==> src/rtl/muldiv_pkg.sv <==
// Shared encodings and default latencies for the multiply/divide sequencing controller.
package muldiv_pkg;

    typedef enum logic {
        OP_MULT = 1'b0,
        OP_DIV  = 1'b1
    } op_t;

    typedef enum logic [1:0] {
        IDLE     = 2'd0,
        RUN_MULT = 2'd1,
        RUN_DIV  = 2'd2,
        CAPTURE  = 2'd3
    } state_t;

    localparam int MULT_LAT_DEF = 33;
    localparam int DIV_LAT_DEF  = 34;

endpackage

==> src/rtl/muldiv_ctrl.sv <==
// Sequencing controller for the shared multiplier and restoring divider: holds operands,
// fires start, counts latency, captures HI/LO. Optional MTHI/MTLO ports under MULDIV_MTHILO_EN.
module muldiv_ctrl
    import muldiv_pkg::*;
#(
    parameter int MULT_LAT = MULT_LAT_DEF,
    parameter int DIV_LAT  = DIV_LAT_DEF,
    parameter int CNT_W    = 6
) (
    input  logic        clk,
    input  logic        rst,
    input  logic        op_valid,
    input  logic        op_sel,
    input  logic [31:0] src_a,
    input  logic [31:0] src_b,
    output logic [31:0] unit_a,
    output logic [31:0] unit_b,
    output logic        mult_start,
    output logic        div_start,
    input  logic [31:0] mult_hi,
    input  logic [31:0] mult_lo,
    input  logic [31:0] div_hi,
    input  logic [31:0] div_lo,
`ifdef MULDIV_MTHILO_EN
    input  logic        wr_hi,
    input  logic        wr_lo,
    input  logic [31:0] wr_data,
`endif
    output logic [31:0] hi,
    output logic [31:0] lo,
    output logic        busy,
    output logic        done,
    output logic        div0_exc
);

    state_t           state, state_nxt;
    op_t              op, op_nxt;
    logic [CNT_W-1:0] cnt, cnt_nxt;
    logic [31:0]      a_nxt, b_nxt, hi_nxt, lo_nxt;
    logic             mstart_nxt, dstart_nxt, done_nxt, div0_nxt;

    always_ff @(posedge clk or posedge rst) begin
        if (rst) begin
            state      <= IDLE;
            op         <= OP_MULT;
            cnt        <= '0;
            unit_a     <= '0;
            unit_b     <= '0;
            hi         <= '0;
            lo         <= '0;
            mult_start <= 1'b0;
            div_start  <= 1'b0;
            busy       <= 1'b0;
            done       <= 1'b0;
            div0_exc   <= 1'b0;
        end else begin
            state      <= state_nxt;
            op         <= op_nxt;
            cnt        <= cnt_nxt;
            unit_a     <= a_nxt;
            unit_b     <= b_nxt;
            hi         <= hi_nxt;
            lo         <= lo_nxt;
            mult_start <= mstart_nxt;
            div_start  <= dstart_nxt;
            busy       <= (state_nxt != IDLE);
            done       <= done_nxt;
            div0_exc   <= div0_nxt;
        end
    end

    always_comb begin
        state_nxt  = state;
        op_nxt     = op;
        cnt_nxt    = cnt;
        a_nxt      = unit_a;
        b_nxt      = unit_b;
        hi_nxt     = hi;
        lo_nxt     = lo;
        mstart_nxt = 1'b0;
        dstart_nxt = 1'b0;
        done_nxt   = 1'b0;
        div0_nxt   = 1'b0;

        case (state)
            IDLE: begin
`ifdef MULDIV_MTHILO_EN
                // An op accepted in the same cycle will overwrite these at its capture.
                if (wr_hi) hi_nxt = wr_data;
                if (wr_lo) lo_nxt = wr_data;
`endif
                if (op_valid) begin
                    a_nxt = src_a;
                    b_nxt = src_b;
                    if (op_sel == OP_DIV) begin
                        if (src_b == 32'd0) begin
                            div0_nxt = 1'b1;
                        end else begin
                            state_nxt  = RUN_DIV;
                            op_nxt     = OP_DIV;
                            dstart_nxt = 1'b1;
                            cnt_nxt    = CNT_W'(DIV_LAT - 1);
                        end
                    end else begin
                        state_nxt  = RUN_MULT;
                        op_nxt     = OP_MULT;
                        mstart_nxt = 1'b1;
                        cnt_nxt    = CNT_W'(MULT_LAT - 1);
                    end
                end
            end
            RUN_MULT, RUN_DIV: begin
                if (cnt == '0) state_nxt = CAPTURE;
                else           cnt_nxt   = cnt - 1'b1;
            end
            CAPTURE: begin
                // Operands stay held here; the divider fixes its remainder sign from A now.
                if (op == OP_DIV) begin
                    hi_nxt = div_hi;
                    lo_nxt = div_lo;
                end else begin
                    hi_nxt = mult_hi;
                    lo_nxt = mult_lo;
                end
                done_nxt  = 1'b1;
                state_nxt = IDLE;
            end
            default: state_nxt = IDLE;
        endcase
    end

endmodule
==> config.mk <==
export PLATFORM = sky130hd
export DESIGN_NAME = muldiv_ctrl
export DESIGN_NICKNAME = d
export VERILOG_FILES = /design/src/rtl/muldiv_pkg.sv /design/src/rtl/muldiv_ctrl.sv
export SDC_FILE = /design/constraint.sdc
export NUM_CORES = 1
export LEC_CHECK = 0
export BUFFER_PORTS_ARGS = -buffer_cell sky130_fd_sc_hd__buf_4
export CORE_AREA = 2 2 127 129
export DETAILED_ROUTE_END_ITERATION = 16
export DIE_AREA = 0 0 129 131
export GPL_TIMING_DRIVEN = 0
export HOLD_SLACK_MARGIN = 0.15
export MAX_ROUTING_LAYER = met4
export PLACE_DENSITY = 0.83
export SLEW_MARGIN = 0
export SYNTH_ARGS = -nofsm -noshare
export SYNTH_HDL_FRONTEND = slang
export SYNTH_SLANG_ARGS = --single-unit
==> constraint.sdc <==
create_clock -name clk -period 5.2 [get_ports clk]
set_clock_uncertainty 0.2 [all_clocks]
set_input_delay 0.26 -clock clk [delete_from_list [all_inputs] [get_ports clk]]
set_output_delay 0.26 -clock clk [all_outputs]
set_load 0.01 [all_outputs]
==> results.md, run 1 <==
- Status: completed
- Cell variety after synth: 34
- Syn_nets: about 700
- Static Leak: approximately 5.5 nW
- Startpoint Class: flip-flop
- Clock Path Buffers: 2
- Most used DFF post-synth: dfrtp_1
- Synth Register Bits: between 100 and 150
- Initial drt markers: 281
- I/O Pins: roughly 330
- DRT Wirelength: approximately 25 mm
- Area after DPL: slightly below 9000 sq um
- Drt first pass iters: 8
- Routed wire per std cell: just under 20 um
- Crit Path Class: flip-flop to flip-flop
- Most instantiated library cell after synthesis: dfrtp_1
- FMAX: around 400 MHz
- Htree depth: 4
- Nets: about 1200
- Crit Path Max Fanout: 10
- Gpl congestion: 0.8454
- Synth async-reset ratio: 100.0%
- Post-synthesis cell area: about 6000 sq um
- Syn Inst Count: 500
- Layout cell share with drive strength beyond 1: a little over two fifths
- CTS tree: built
- Die H: 131 um
- P&R area growth vs syn: 87.28%
- Fin area: ~11000 sq um
- Initial antenna violation count: 2
- I/O Buffers: about 330
- CTS sink count: between 100 and 150
- Max-slew headroom: ~39%
- Crit end category: flip-flop
- Max cap viols: 0
- Root Buffer: clkbuf_16
- Syn Area/Cell: ~12 sq um
- Critical Path AT: between 2000 and 3000 ps
- Final Hold Viols: 0
- Area fraction of the dominant cell type after synthesis: approximately three fifths
- Post-synthesis sequential area ratio: 58.15%
- Finish-stage setup viols: 0
- EDFF count, synth: 0
- Design Power: 0.006319 W
- Worst-path clk slew: ~60 ps
- HPWL after DPL: 14.01 mm
- Die area: around 17000 sq um
- First-pass GRT wire length: ~38 mm
- Total CTS buffers: 17
- Max-slew violations: 0
- Gr ovfl total: 0
- Min Tclk post-route: 2430 ps
- Largest net degree at the start of global routing: about 80
- CP required: ~5300 ps
- Top cells by count, synth: dfrtp_1, nor2_1, mux2i_1
- Slew @ Worst Pin: ~910 ps
- Peak VDD IR: between 300 and 400 uV
- Syn. warnings: 0
- Number of fill cells in the layout: a little over 900
- RSZ-0062 raised after global routing: no
- Post-route ant nets: 0
- Total Routing Usage GR: 30.23%
- Final Cycle Share: roughly 47%
- Row cnt: between 40 and 50
- Number of global-route vias before repair: a little over 7000
- Worst Hold Class: primary input to asynchronous set/reset pin
- Vias per cell: just over 5
- Horiz. Die Dim: roughly 130 um
- Post-CTS Resized: 0
- Starting Density: between 30% and 40%
- Top cells by area, synth: dfrtp_1, mux2_2, mux2i_1, a21oi_1, nor2_1
- Worst-Skew Late Latency: 410 ps
- Drc violations: 0
- Vias: about 6500
- PD cells: about 550 nW/um^2
- Dominant cell type by area after synthesis: dfrtp_1
- Core ar.: about 16000 sq um
-- timing repair --
action | 4_1_cts | 5_1_grt
setup buffers | 0 | 0
endpoints found under the setup margin | 0 | 0
hold endpoints to repair | 200 | 0
hold buffers | 195 | 0
-- area by class of cell --
class                           count  area, sq um  area share [%]
Clock buffer                       23        478.0           4.176
Buffer                             29        121.4           1.060
Tap cell                          216        270.3           2.361
Timing Repair Buffer              524         4442           38.81
Sequential cell                   142         3553           31.05
Antenna cell                        2        5.005         0.04373
Inverter                            6        27.53          0.2405
Multi-Input combinational cell    323         2414           21.09
Clock inverter                      9        133.9           1.170
-- path summary, 6_finish.rpt --
check	startpoint	endpoint	cells past startpoint	slack [ps]
max reg2reg	op	lo[28]	5	2770
min in group clk	unit_b[21]	unit_b[21]	1	300
max	op	lo[28]	5	2770
min	rst	lo[10]	3	300
max in group asynchronous	rst	div0_exc	4	3700
min reg2reg	unit_b[21]	unit_b[21]	1	300
-- cell usage in the layout (no fill, tap or decap), types with 5 or more instances in the layout --
master	count
a21oi_1	65
buf_2	10
buf_4	328
clkbuf_1	22
clkbuf_16	17
dfrtp_1	142
dlygate4sd3_1	195
inv_1	5
mux2_2	64
mux2i_1	66
nand2_1	9
nor2_1	73
nor4_1	5
o21ai_0	7
-- cells by family after synthesis --
kind of cell,synth area share [%]
AND/OR/NAND/NOR,8.190
AO/OA/AOI/OAI,8.088
buffers and inverters,2.355
adder cells (fa/ha/maj),0.6143
multiplexers,22.60
flip-flops,58.15
-- layer usage --
layer	routed length, um	vias up	global-route usage [%]
li1	-	2852	-
met1	8819	3141	30.33
met5	0	-	-
met3	1736	106	7.614
met4	1335	0	18.48
met2	13340	364	53.13
-- metrics by stage --
step	setup TNS (ps)	util, %	setup slack [ps]	hold WS (ps)	cells
4_1_cts	0	73.34	2844	298.1	1272
6_report	0	73.38	2770	297.2	1274
5_1_grt	0	73.38	2706	316.9	1274
3_3_place_gp	-100750	56.70	-721.5	286.8	1044
3_5_place_dp	0	56.91	2897	189.4	1045
2_1_floorplan	0	-	930.4	126.4	500
-- sequential cells by signal, summed over array words and instances (netlist names) --
name / count
hi: 32
lo: 32
unit_a: 32
unit_b: 32
cnt: 6
state: 2
busy: 1
div0_exc: 1
div_start: 1
done: 1
mult_start: 1
op: 1
-- critical path: stages, from the launching register on --
cell and delay [ps]:
dfrtp_1 340, buf_2 300, buf_2 380, mux2i_1 320
dlygate4sd3_1 640, a21oi_1 100
-- where the power goes --
group          leakage [nW]  total, W  switching, W  internal [W]
Clock                 0.297   0.00128      0.000483      0.000795
Combinational          3.59   0.00303       0.00144       0.00160
Sequential             1.64   0.00201      0.000355       0.00165
Note: power is estimated with default switching activity, not from simulation.
==> inputs of run 2 (changes only) <==
--- a/config.mk
+++ b/config.mk
@@ -6,13 +6,13 @@
 export NUM_CORES = 1
 export LEC_CHECK = 0
 export BUFFER_PORTS_ARGS = -buffer_cell sky130_fd_sc_hd__buf_4
-export CORE_AREA = 2 2 127 129
+export CORE_AREA = 2 2 129 131
 export DETAILED_ROUTE_END_ITERATION = 16
-export DIE_AREA = 0 0 129 131
+export DIE_AREA = 0 0 131 133
 export GPL_TIMING_DRIVEN = 0
 export HOLD_SLACK_MARGIN = 0.15
 export MAX_ROUTING_LAYER = met4
-export PLACE_DENSITY = 0.83
+export PLACE_DENSITY = 0.84
 export SLEW_MARGIN = 0
 export SYNTH_ARGS = -nofsm -noshare
 export SYNTH_HDL_FRONTEND = slang
==> constraint.sdc (replaced) <==
create_clock -name clk -period 1.95 [get_ports clk]
set_clock_uncertainty 0.2 [all_clocks]
set_input_delay 0.0975 -clock clk [delete_from_list [all_inputs] [get_ports clk]]
set_output_delay 0.0975 -clock clk [all_outputs]
set_load 0.01 [all_outputs]
==> results.md, run 2 (synthesis results as in run 1) <==
- Peak VDD IR: 1216 uV (+240%)
- Clock Path Buffers: 2 (unchanged)
- Startpoint Class: primary input
- Number of global-route vias before repair: 7207 (+0.056%)
- Crit end category: flip-flop
- Htree depth: 4 (unchanged)
- Max-slew headroom: 43.10% (+3.8 points)
- CTS tree: built
- Layout cell share with drive strength beyond 1: 45.66% (+4.0 points)
- Fin util: 71.15% (-2.2 points)
- Failing checks: hold timing
- Crit Path Class: primary input to flip-flop
- Vias: 6445 (-0.28%)
- I/O Pins: 329 (unchanged)
- First-pass GRT wire length: 37.96 mm (+0.71%)
- Worst-path clk slew: 60 ps (about the same)
- Total Routing Usage GR: 29.52% (-0.71 points)
- Status: complete, but fails checks
- Drt first pass iters: 4 (-4)
- Worst-Skew Late Latency: 410 ps (about the same)
- Die H: 133 um (+1.5%)
- Register area: 3553 sq um (unchanged)
- Crit Path Max Fanout: 8 (-2)
- Max-slew violations: 0 (unchanged)
- RSZ-0062 raised after global routing: yes
- Final hold slack: -269.2 ps (-566.4 ps)
- Root Buffer: clkbuf_16
- Nets: 1235 (-0.56%)
- Die area: 17420 sq um (+3.1%)
- Horiz. Die Dim: 131 um (+1.6%)
- P&R area growth vs syn: 88.29%
- Vias per cell: 5.075 (about the same)
- Largest net degree at the start of global routing: 41 (-48%)
- Most common cell after layout, fill and taps aside: buf_4
- Gpl congestion: 0.8425 (-0.34%)
- Final Hold Viols: 15 (+15)
- Core ar.: 16170 sq um (+3.7%)
- CTS sink count: 142 (unchanged)
- I/O Buffers: 328 (unchanged)
- FMAX: between 500 and 600 MHz
- Max cap viols: 0 (unchanged)
- Finish-stage setup viols: 0 (unchanged)
- Initial antenna violation count: 1 (-1)
- Min Tclk post-route: ~1900 ps
- Number of fill cells in the layout: 1008 (+8.9%)
- Row cnt: 47 (+2.2%)
- Commonest cells after routing, fill and taps aside: buf_4, dlygate4sd3_1, dfrtp_1, nor2_1
- HPWL after DPL: 14.81 mm (+5.7%)
- Drc violations: 0 (unchanged)
- Static Leak: 5.576 nW (+0.87%)
- Routed wire per std cell: 20.06 um (+1.3%)
- DRT Wirelength: 25.48 mm (+1.0%)
- # hold bufs at CTS: 182 (-6.7%)
- Post-route ant nets: 0 (unchanged)
- Total CTS buffers: 17 (unchanged)
- Gr ovfl total: 0 (unchanged)
- Initial drt markers: 321 (+14%)
- Starting Density: 37.79% (-1.4 points)
- Critical Path AT: 2020 ps (-480 ps)
- CP required: 2040 ps (-3230 ps)
- Worst Hold Class: primary input to flip-flop
- Slew @ Worst Pin: 853.5 ps (-56.27 ps)
- PD cells: 1438 nW/um^2 (+160%)
- Area of the multi-input gates: 2514 sq um (+4.1%)
- Final Cycle Share: 98.58%
-- run 2: cell count changes in the layout (fill, tap and decap cells not counted), moves of 3 or more --
cell / delta
clkbuf_1: -20
clkbuf_2: +15
dlygate4sd3_1: -13
buf_4: +7
buf_12: +5
buf_2: -5
inv_6: +4
clkinvlp_4: +3
nor4_4: +3
-- run 2: timing repair --
| action | CTS | global route |
|---|---|---|
| endpoints found under the setup margin | 133 | 137 |
| setup buffers | 3 | 8 |
| hold endpoints to repair | 278 | 16 |
| pin swaps | 2 | 10 |
| resized for setup | 18 | 32 |
-- run 2: cell type report --
cell class              count  share of cell area (%)
multi-input cells         323                   21.85
diodes                      1                 0.02175
flip-flops and latches    142                   30.88
inverters                   6                  0.2284
plain buffers              28                   1.327
clock inverters            14                   1.153
repair buffers            518                   38.33
clock buffers              18                   3.817
well taps                 220                   2.392
-- run 2: through the flow --
step / setup WS (ps) / setup TNS, ps / std cells / total power (W) / area (sq um)
after floorplan: -124.6 / -17690 / 500 / 0.008820 / 6125
after global placement: -1090 / -171150 / 1048 / 0.01203 / 8862
after detailed placement: -292.1 / -21130 / 1052 / 0.01229 / 8942
after CTS: 8.044 / 0 / 1268 / 0.01603 / 11420
after global routing: -43.23 / -73.76 / 1270 / 0.01733 / 11510
final: 27.66 / 0 / 1270 / 0.01654 / 11510
-- run 2: per-layer routing --
metal,share of wire (%),wire length [um],track usage (%),vias up
met5,0,0,-,-
met4,5.5,1397,16.90,0
met3,7.9,2016,7.804,113
met2,51,12980,50.98,379
met1,36,9091,29.67,3106
li1,-,-,-,2847
-- run 2: path summary, 6_finish.rpt --
| check | cells after the start | end | start | slack, ps |
|---|---|---|---|---|
| setup / recovery | 8 | cnt[4] | src_b[21] | 30 |
| hold reg to reg | 1 | unit_b[26] | unit_b[26] | 310 |
| max in group asynchronous | 6 | hi[13] | rst | 280 |
| setup reg to reg | 8 | cnt[4] | state[0] | 70 |
| hold / removal | 2 | unit_b[5] | src_b[5] | -270 |
| min in group asynchronous | 4 | unit_a[17] | rst | 600 |
-- run 2: critical path, stage by stage --
cell and delay [ps]:
dlygate4sd3_1 560, buf_4 150, nor4_4 290, nand4_4 190, o32ai_4 320, buf_12 160
mux2i_1 170, o21ai_1 80
-- run 2: where the power goes --
group	switching, W	total [W]	internal [W]
combinational	0.00384	0.00804	0.00419
clock	0.00136	0.00317	0.00181
sequential	0.000927	0.00534	0.00441
==> inputs of run 3 (changes only) <==
--- a/config.mk
+++ b/config.mk
@@ -5,14 +5,15 @@
 export SDC_FILE = /design/constraint.sdc
 export NUM_CORES = 1
 export LEC_CHECK = 0
+export ABC_AREA = 1
 export BUFFER_PORTS_ARGS = -buffer_cell sky130_fd_sc_hd__buf_4
-export CORE_AREA = 2 2 129 131
+export CORE_AREA = 2 2 126 128
 export DETAILED_ROUTE_END_ITERATION = 16
-export DIE_AREA = 0 0 131 133
+export DIE_AREA = 0 0 128 130
 export GPL_TIMING_DRIVEN = 0
 export HOLD_SLACK_MARGIN = 0.15
 export MAX_ROUTING_LAYER = met4
-export PLACE_DENSITY = 0.84
+export PLACE_DENSITY = 0.87
 export SLEW_MARGIN = 0
 export SYNTH_ARGS = -nofsm -noshare
 export SYNTH_HDL_FRONTEND = slang
==> results.md, run 3 <==
- Status: completed
- Sequential power share: 32.0% (-0.3 points)
- Clock power frac: 21.9% (+2.7 points)
- DRT Wirelength: 28.61 mm (+12%)
- Number of global-route vias before repair: 8673 (+20%)
- Gr ovfl total: 0 (unchanged)
- Die area: 16640 sq um (-4.5%)
- Post-route ant nets: 0 (unchanged)
- Final TNS setup: 0 ps (unchanged)
- Commonest cells after routing, fill and taps aside: nand2_1, buf_4, dlygate4sd3_1, dfrtp_1, nor2_1
- Drt first pass iters: 6 (+2)
- Final Hold Viols: 0 (-15)
- Starting Density: 39.97% (+2.2 points)
- EDFF count, synth: 0 (unchanged)
- Routed wire per std cell: 18.97 um (-5.5%)
- Setup WS pre-CTS: 44.71 ps (+336.8 ps)
- Synth Register Bits: 142 (unchanged)
- Post-synthesis cell area: 6165 sq um (+0.88%)
- PD cells: 1437 nW/um^2 (about the same)
- Max cap viols: 0 (unchanged)
- Post-synthesis sequential area ratio: 57.64% (-0.51 points)
- Total Routing Usage GR: 34.56% (+5.0 points)
- Most common cell after layout, fill and taps aside: nand2_1
- Crit Path Max Fanout: 10 (+2)
- Most instantiated library cell after synthesis: nand2_1
- Max-slew headroom: 43.18% (+0.076 points)
- CTS sink count: 142 (unchanged)
- I/O Buffers: 328 (unchanged)
- Worst-path clk slew: 70 ps (about the same)
- Horiz. Die Dim: 128 um (-2.3%)
- Slew @ Worst Pin: 850.5 ps (-2.932 ps)
- Worst Hold Class: primary input to asynchronous set/reset pin
- Max-slew violations: 0 (unchanged)
- Crit end category: flip-flop
- Nets: 1499 (+21%)
- HPWL after DPL: 15.58 mm (+5.2%)
- Root Buffer: clkbuf_16
- Most used DFF post-synth: dfrtp_1
- Core ar.: 15420 sq um (-4.6%)
- Clock Path Buffers: 2 (unchanged)
- Total CTS buffers: 17 (unchanged)
- Largest net degree at the start of global routing: 42 (+2.4%)
- Htree depth: 4 (unchanged)
- Peak VDD IR: 834.9 uV (-31%)
- Area fraction of the dominant cell type after synthesis: 57.64% (-0.51 points)
- Design Power: 0.01661 W (+0.42%)
- Layout cell share with drive strength beyond 1: 30.46% (-15 points)
- Gpl congestion: 0.8871 (+5.3%)
- Drc violations: 0 (unchanged)
- Vias: 8139 (+26%)
- Fin cells: 1508 (+19%)
- Cell variety after synth: 23 (-32%)
- Worst setup margin: 43.32 ps (+15.66 ps)
- Final Cycle Share: 97.78% (-0.80 points)
- Placed insts: 1278 (+21%)
- Fin util: 74.95% (+3.8 points)
- Die H: 130 um (-2.3%)
- Worst-Skew Late Latency: 420 ps (about the same)
- FMAX: 524.5 MHz (+0.82%)
- First-pass GRT wire length: 43.04 mm (+13%)
- Startpoint Class: flip-flop
- Static Leak: 5.924 nW (+6.2%)
- Initial drt markers: 693 (+120%)
- Syn Area/Cell: 8.165 sq um (-33%)
- Finish-stage setup viols: 0 (unchanged)
- I/O Pins: 329 (unchanged)
- Setup bufs post-CTS: 0 (-3)
- Combinational Power Share: 46.1% (-2.5 points)
- Dominant cell type by area after synthesis: dfrtp_1
- Syn_nets: 954 (+36%)
- Synth async-reset ratio: 100.0% (unchanged)
- Top cells by count, synth: nand2_1, dfrtp_1, nor2_1
- CP required: 2020 ps (-20 ps)
- Net Switching: 0.006646 W (+8.4%)
- Syn Inst Count: 755 (+51%)
- Initial antenna violation count: 2 (+1)
- Vias per cell: 5.397 (+6.4%)
- Net Sw Frac: 40.01% (+3.0 points)
- CTS tree: built
- P&R area growth vs syn: 87.54%
- Worst r2r path cells: 4 (-4)
- Critical Path AT: 1970 ps (-50 ps)
- Crit Path Class: flip-flop to flip-flop
- Min Tclk post-route: 1907 ps (-15.66 ps)
- Top cells by area, synth: dfrtp_1, nand2_1, a31oi_1, nor2_1, buf_2
- Row cnt: 46 (-2.1%)
- Syn. warnings: 0 (unchanged)
- Cell-internal power: 0.009966 W (-4.3%)
## run 3: power groups by stage
stage	logic, W	registers [W]	clock network, W
finish	0.00766	0.00531	0.00364
detailed placement	0.00682	0.00516	0
global route	0.00829	0.00542	0.00378
CTS	0.00715	0.00515	0.00362
global placement	0.00659	0.00514	0
floorplan	0.00289	0.00570	0
## run 3: logic make-up (layout without fill, tap and decap cells)
| logic type | count (synthesis) | count (layout) | share of synthesized area [%] |
|---|---|---|---|
| simple gates | 468 | 468 | 29.67 |
| flops | 142 | 142 | 57.64 |
| compound gates | 77 | 77 | 7.611 |
| buf+inv | 63 | 621 | 4.181 |
| fa+ha+maj | 3 | 3 | 0.6090 |
| xor+xnor | 2 | 2 | 0.2842 |
| other cells | 0 | 3 | 0 |
## run 3: layout make-up
| type | count | area, sq um |
|---|---|---|
| diodes | 3 | 7.507 |
| plain buffers | 41 | 192.7 |
| clock buffers | 18 | 429.2 |
| clock inverters | 14 | 215.2 |
| fillers | 893 | 3864 |
| inverters | 22 | 86.33 |
| multi-input cells | 550 | 2362 |
| flip-flops and latches | 142 | 3553 |
| well taps | 192 | 240.2 |
| repair buffers | 526 | 4474 |
## run 3: critical path, stage by stage, from the launching register on
cell	delay, ps
dfrtp_1	370
ha_1	260
buf_2	300
buf_1	420
a31oi_1	200
## run 3: final timing paths
path / to / slack, ps / from
worst max-delay path: lo[16] / 40 / state[0]
worst min-delay path: mult_start / 210 / rst
worst max register to register: lo[16] / 40 / state[0]
worst min register to register: unit_a[9] / 280 / unit_a[9]
max in group asynchronous: lo[8] / 420 / rst
min in group clk: unit_a[19] / 220 / src_a[19]
## run 3: timing repair
| action | CTS | global route |
|---|---|---|
| endpoints found under the setup margin | 0 | 119 |
| endpoints found under the hold margin | 205 | 0 |
| hold buffers | 195 | 0 |
| resized for setup | 0 | 18 |
## run 3: layer usage
metal  track usage, %  part of all wire, %  vias to the layer above  routed length (um)
met1            34.18                   33                     3812                9448
met4            25.86                  7.7                        0                2201
met3            9.840                  9.5                      216                2717
met2            58.19                   50                      622               14240
met5                -                    0                        -                   0
li1                 -                    -                     3489                   -
## run 3: through the flow
| step | cell area, sq um | hold WS, ps |
|---|---|---|
| after floorplan | 6168 | -24.70 |
| after global placement | 8871 | 91.36 |
| after detailed placement | 8931 | 94.02 |
| after CTS | 11530 | 192.7 |
| after global routing | 11560 | 224.8 |
| final | 11560 | 209.4 |
